--- src/rtl/imem_loader.sv ---
// Byte-stream loader: assembles big-endian words from a host byte link and writes them to imem.
// Optional trailing XOR checksum byte is enabled with `define LOADER_CHECKSUM_EN.
module imem_loader #(
  parameter int ADDRESS_WIDTH = 12,
  parameter int DEPTH         = 4096
) (
  input  logic                     clock,
  input  logic                     reset,
  input  logic                     rx_valid,
  input  logic [7:0]               rx_data,
  output logic                     rx_ready,
  input  logic                     load_start,
  output logic                     imem_wEn,
  output logic [ADDRESS_WIDTH-1:0] imem_addr,
  output logic [31:0]              imem_dataIn,
  output logic                     cpu_reset,
  output logic                     done,
  output logic                     error
);

  typedef enum logic [2:0] {
    S_CNT_HI,
    S_CNT_LO,
    S_DATA,
    S_WRITE,
`ifdef LOADER_CHECKSUM_EN
    S_CSUM,
`endif
    S_DONE,
    S_ERROR
  } state_t;

  // Where a load goes once every word has been written (or count was zero).
`ifdef LOADER_CHECKSUM_EN
  localparam state_t S_FIN = S_CSUM;
`else
  localparam state_t S_FIN = S_DONE;
`endif

  state_t                 state, state_n;
  logic [15:0]            count;
  logic [ADDRESS_WIDTH:0] widx;
  logic [ADDRESS_WIDTH:0] widx_nxt;
  logic [1:0]             bidx;
  logic [31:0]            word;
  logic [15:0]            cnt_in;
  logic                   xfer;
  logic                   restart;
`ifdef LOADER_CHECKSUM_EN
  logic [7:0]             csum;
`endif

  assign xfer     = rx_valid & rx_ready;
  assign cnt_in   = {count[15:8], rx_data};
  assign widx_nxt = widx + 1'b1;
  assign restart  = load_start & ((state == S_DONE) | (state == S_ERROR));

  always_ff @(posedge clock) begin
    if (!reset) state <= S_CNT_HI;
    else        state <= state_n;
  end

  always_comb begin
    state_n   = state;
    rx_ready  = 1'b0;
    imem_wEn  = 1'b0;
    cpu_reset = 1'b1;
    done      = 1'b0;
    error     = 1'b0;
    case (state)
      S_CNT_HI: begin
        rx_ready = 1'b1;
        if (rx_valid) state_n = S_CNT_LO;
      end
      S_CNT_LO: begin
        rx_ready = 1'b1;
        if (rx_valid) begin
          if (cnt_in == 16'd0)                   state_n = S_FIN;
          else if (32'(cnt_in) > 32'(DEPTH))     state_n = S_ERROR;
          else                                   state_n = S_DATA;
        end
      end
      S_DATA: begin
        rx_ready = 1'b1;
        if (rx_valid && bidx == 2'd3) state_n = S_WRITE;
      end
      S_WRITE: begin
        imem_wEn = 1'b1;
        state_n  = (32'(widx_nxt) == 32'(count)) ? S_FIN : S_DATA;
      end
`ifdef LOADER_CHECKSUM_EN
      S_CSUM: begin
        rx_ready = 1'b1;
        if (rx_valid) state_n = (rx_data == csum) ? S_DONE : S_ERROR;
      end
`endif
      S_DONE: begin
        done      = 1'b1;
        cpu_reset = 1'b0;
        if (load_start) state_n = S_CNT_HI;
      end
      S_ERROR: begin
        error = 1'b1;
        if (load_start) state_n = S_CNT_HI;
      end
      default: state_n = S_CNT_HI;
    endcase
  end

  // Address/data are latched with the 4th byte so they are valid throughout WRITE and hold afterwards.
  always_ff @(posedge clock) begin
    if (!reset) begin
      count       <= '0;
      widx        <= '0;
      bidx        <= '0;
      word        <= '0;
      imem_addr   <= '0;
      imem_dataIn <= '0;
`ifdef LOADER_CHECKSUM_EN
      csum        <= '0;
`endif
    end else begin
      if (restart) begin
        widx <= '0;
        bidx <= '0;
`ifdef LOADER_CHECKSUM_EN
        csum <= '0;
`endif
      end
      if (xfer) begin
`ifdef LOADER_CHECKSUM_EN
        csum <= csum ^ rx_data;
`endif
        case (state)
          S_CNT_HI: count[15:8] <= rx_data;
          S_CNT_LO: count[7:0]  <= rx_data;
          S_DATA: begin
            word <= {word[23:0], rx_data};
            bidx <= bidx + 2'd1;
            if (bidx == 2'd3) begin
              imem_addr   <= widx[ADDRESS_WIDTH-1:0];
              imem_dataIn <= {word[23:0], rx_data};
            end
          end
          default: ;
        endcase
      end
      if (state == S_WRITE) widx <= widx_nxt;
    end
  end

endmodule

--- config.mk ---
export PLATFORM = sky130hd
export DESIGN_NAME = imem_loader
export DESIGN_NICKNAME = d
export VERILOG_FILES = /design/src/rtl/imem_loader.sv
export SDC_FILE = /design/constraint.sdc
export NUM_CORES = 1
export LEC_CHECK = 0
export ABC_CLOCK_PERIOD_IN_PS = 3100
export BUFFER_PORTS_ARGS = -buffer_cell sky130_fd_sc_hd__buf_2
export CAP_MARGIN = 20
export CORE_UTILIZATION = 25
export CTS_CLUSTER_SIZE = 25
export DETAILED_ROUTE_END_ITERATION = 10
export GPL_TIMING_DRIVEN = 0
export PLACE_DENSITY = 0.38
export SLEW_MARGIN = 30
export SYNTH_ARGS = -nofsm -noshare
export SYNTH_HDL_FRONTEND = slang
export SYNTH_SLANG_ARGS = --single-unit
--- constraint.sdc ---
create_clock -name clock -period 3.1 [get_ports clock]
set_input_delay 0.31 -clock clock [delete_from_list [all_inputs] [get_ports clock]]
set_output_delay 0.31 -clock clock [all_outputs]
set_load 0.05 [all_outputs]
==> results.md <==
- Number of synthesized flops with an enable pin: 0
- CTS clock-pin slew for the worst setup and hold paths: 0.08 ns
- Fillers: roughly 1,800
- Antenna violations before repair: 0
- Post-DP HPWL: 9260 µm
- Setup crit end kind: flop
- First-pass GRT wire length: 20,600 µm
- Synth Flop Type: dfxtp_1
- Routed len/inst: approximately 15 µm
- Cell Area, Synth: 4260 µm²
- Final Power: 2.60 mW
- Leakage power: approximately 1.8 nW
- Sink Count: 102
- Rows: 47
- Data arrival time of the critical path: around 2.8 ns
- Worst VDD drop: 0.000252 V
- CTS tree: done
- Number of global-route vias before repair: about 3,700
- Placeable Area: 16,600 µm²
- Final Skew: approximately 0.012 ns
- Post-synth top cells: nand2_1 (187), dfxtp_1 (102), a21oi_1 (101)
- CTS Buf Count: 9
- DRC violations left: 0
- CTS Hold Bufs: 0
- Cts repair resizes: 0
- Most frequent cell after synthesis: nand2_1
- WHS Endpoint: imem_dataIn[3]$_SDFFE_PN0P_
- Die Wd: 133 µm
- R2r worst-path depth: 7
- H-tree depth: 3
- Initial Util: 25.6%
- Largest area contributor in the synthesized netlist: dfxtp_1
- Max_cap viols: 0
- Share of flip-flops with an asynchronous set or reset: 0%
- Drt total wl: approximately 13,000 µm
- Cell Pwr Density: 509 nW/µm²
- Via density per instance: between 4 and 5
- Final hold violation count: 0
- Mapped Nets: approximately 570
- Layout Area Growth over Synthesis: 20.0%
- Post-CTS Setup Inserts: 0
- DRT Pass-1 Iters: 4
- Drt initial violations: 161
- Chip Height: ~130 µm
- Crit-path max FO: 9
- Avg Cell Area, Syn: 7.64 µm²
- Setup TNS: 0 ns
- GPL Wtd Cong: 0.768
- Largest cells by area after synthesis: dfxtp_1 (48%), nand2_1 (16%), a21oi_1 (12%), xnor2_1 (2.5%), nor2_1 (2.3%)
- Via count: between 3,000 and 4,000
- Gr usage total: roughly 15%
- Final Cycle Share: between 80% and 90%
- Worst skew pair latency: around 0.36 ns
- Pin count of the biggest net entering global routing: 17
- FF+latch count, synth: 102
- Die area: about 18,000 µm²
- Worst r2r src: widx[0]$_SDFFE_PN0P_
- Final slew viol count: 0
- Slew @ Worst Pin: 0.636 ns
- Worst min-delay path class: in -> reg
- Layout cells sized above 1: 15.2%
- ANT cells: 0
- Synth cell types: between 40 and 50
- RR Endpoint: state[2]$_SDFFE_PN0P_
- Bufs on Longest Clock Path: 2
- Worst hold path depth: 3
- Reg area: 2040 µm²
- Post-synth top area share: 47.9%
- Setup slack, reg-to-reg: 0.58 ns
- Ports: 61
- NumNets Final: 643
- Yosys warns: 0
- Cells after synthesis: 558
- Gr ovfl total: 0
- Req. time, crit path: 3.40 ns
- RSZ-0062 raised after global routing: no
- Multi-input logic area: 2050 µm²
- Root buf cell: clkbuf_16
- Setup CP Type: reg -> reg
- Critical path startpoint category: flop
- Hold Startpoint: rx_data[3]
- Register area share after synthesis: 47.9%
- I/O Buffers: 60
- Status: finished clean
- Final number of setup-violating endpoints: 0
- Min cycle time layout: 2.52 ns
- Post-route ant nets: 0
- Slew margin rel.: 57.6%
- Peak Freq: 0.397 GHz
-- cells by family after synthesis --
group / after synthesis / synth area share (%)
simple gates: 263 / 26.6
xor+xnor: 15 / 3.08
fa+ha+maj: 2 / 0.587
mux: 2 / 0.499
compound gates: 132 / 17.2
buf+inv: 42 / 4.14
flops: 102 / 47.9
-- routing by layer --
metal	global-route usage, %	share of wire (%)
met5	0	0
met4	6.13	1.5
met3	2.68	5.1
met2	22.5	42
met1	21.9	51
-- stage by stage --
stage                     util (%)  cells  hold WS (ns)  setup slack [ns]  cell area, µm²
after CTS                     30.7    853         0.246             0.600            5110
after detailed placement      29.1    838         0.446             0.637            4840
final                         30.7    853         0.253             0.582            5120
after floorplan                  -    558         0.431              1.03            4260
after global placement        29.1    838         0.440             0.638            4840
after global routing          30.7    853         0.259             0.428            5120
-- placed cells by master, fill, tap and decap left out, types with 2 or more instances in the layout --
cell type	instances
a21oi_1	101
a22oi_1	3
a31oi_1	4
and2_1	2
and3_1	2
buf_1	2
buf_2	72
clkbuf_1	22
clkbuf_16	9
dfxtp_1	102
ha_1	2
inv_1	5
inv_6	2
nand2_1	187
nand3_1	7
nand3_2	2
nand3b_1	3
nand4_1	2
nor2_1	26
nor2b_1	4
nor3_1	7
nor4_1	9
o211ai_1	3
o21ai_0	9
or3_1	3
xnor2_1	12
xor2_1	3
-- layout make-up --
type / instances / share of cell area [%]
clock buffer: 11 / 4.74
buffer: 36 / 3.01
clock inverter: 4 / 0.611
timing repair buffer: 60 / 5.87
sequential: 102 / 39.9
tap: 220 / 5.38
multi-input combinational: 414 / 40.0
inverter: 6 / 0.440
-- critical path, stage by stage (launching register included) --
cell,delay [ns]
dfxtp_1,0.52
ha_1,0.36
nand3_4,0.16
nor3_1,0.37
mux2i_1,0.23
a31oi_1,0.12
a2111oi_2,0.47
a32o_1,0.22
-- power by group --
group | internal (mW) | leakage, nW | switching (mW)
clock network | 0.569 | 0.136 | 0.521
registers | 1.33 | 0.823 | 0.0199
logic | 0.0508 | 0.886 | 0.115
total | 1.95 | 1.85 | 0.655
-- state kept, by name (all words and copies together) (netlist names) --
register and count:
imem_dataIn 32, word 24, count 16, widx 13, imem_addr 12, state 3
bidx 2
-- worst max-delay path by stage --
stage,startpoint,to,slack (ns),cells after the start
2_1_floorplan,widx[0]$_SDFFE_PN0P_,state[2]$_SDFFE_PN0P_,1.03,7
3_3_place_gp,widx[0]$_SDFFE_PN0P_,state[2]$_SDFFE_PN0P_,0.64,7
3_5_place_dp,widx[0]$_SDFFE_PN0P_,state[2]$_SDFFE_PN0P_,0.64,7
4_1_cts,widx[0]$_SDFFE_PN0P_,state[2]$_SDFFE_PN0P_,0.60,7
5_1_grt,widx[0]$_SDFFE_PN0P_,state[2]$_SDFFE_PN0P_,0.43,7
6_report,widx[0]$_SDFFE_PN0P_,state[2]$_SDFFE_PN0P_,0.58,7
No activity file was read; power rests on OpenSTA's default activity.
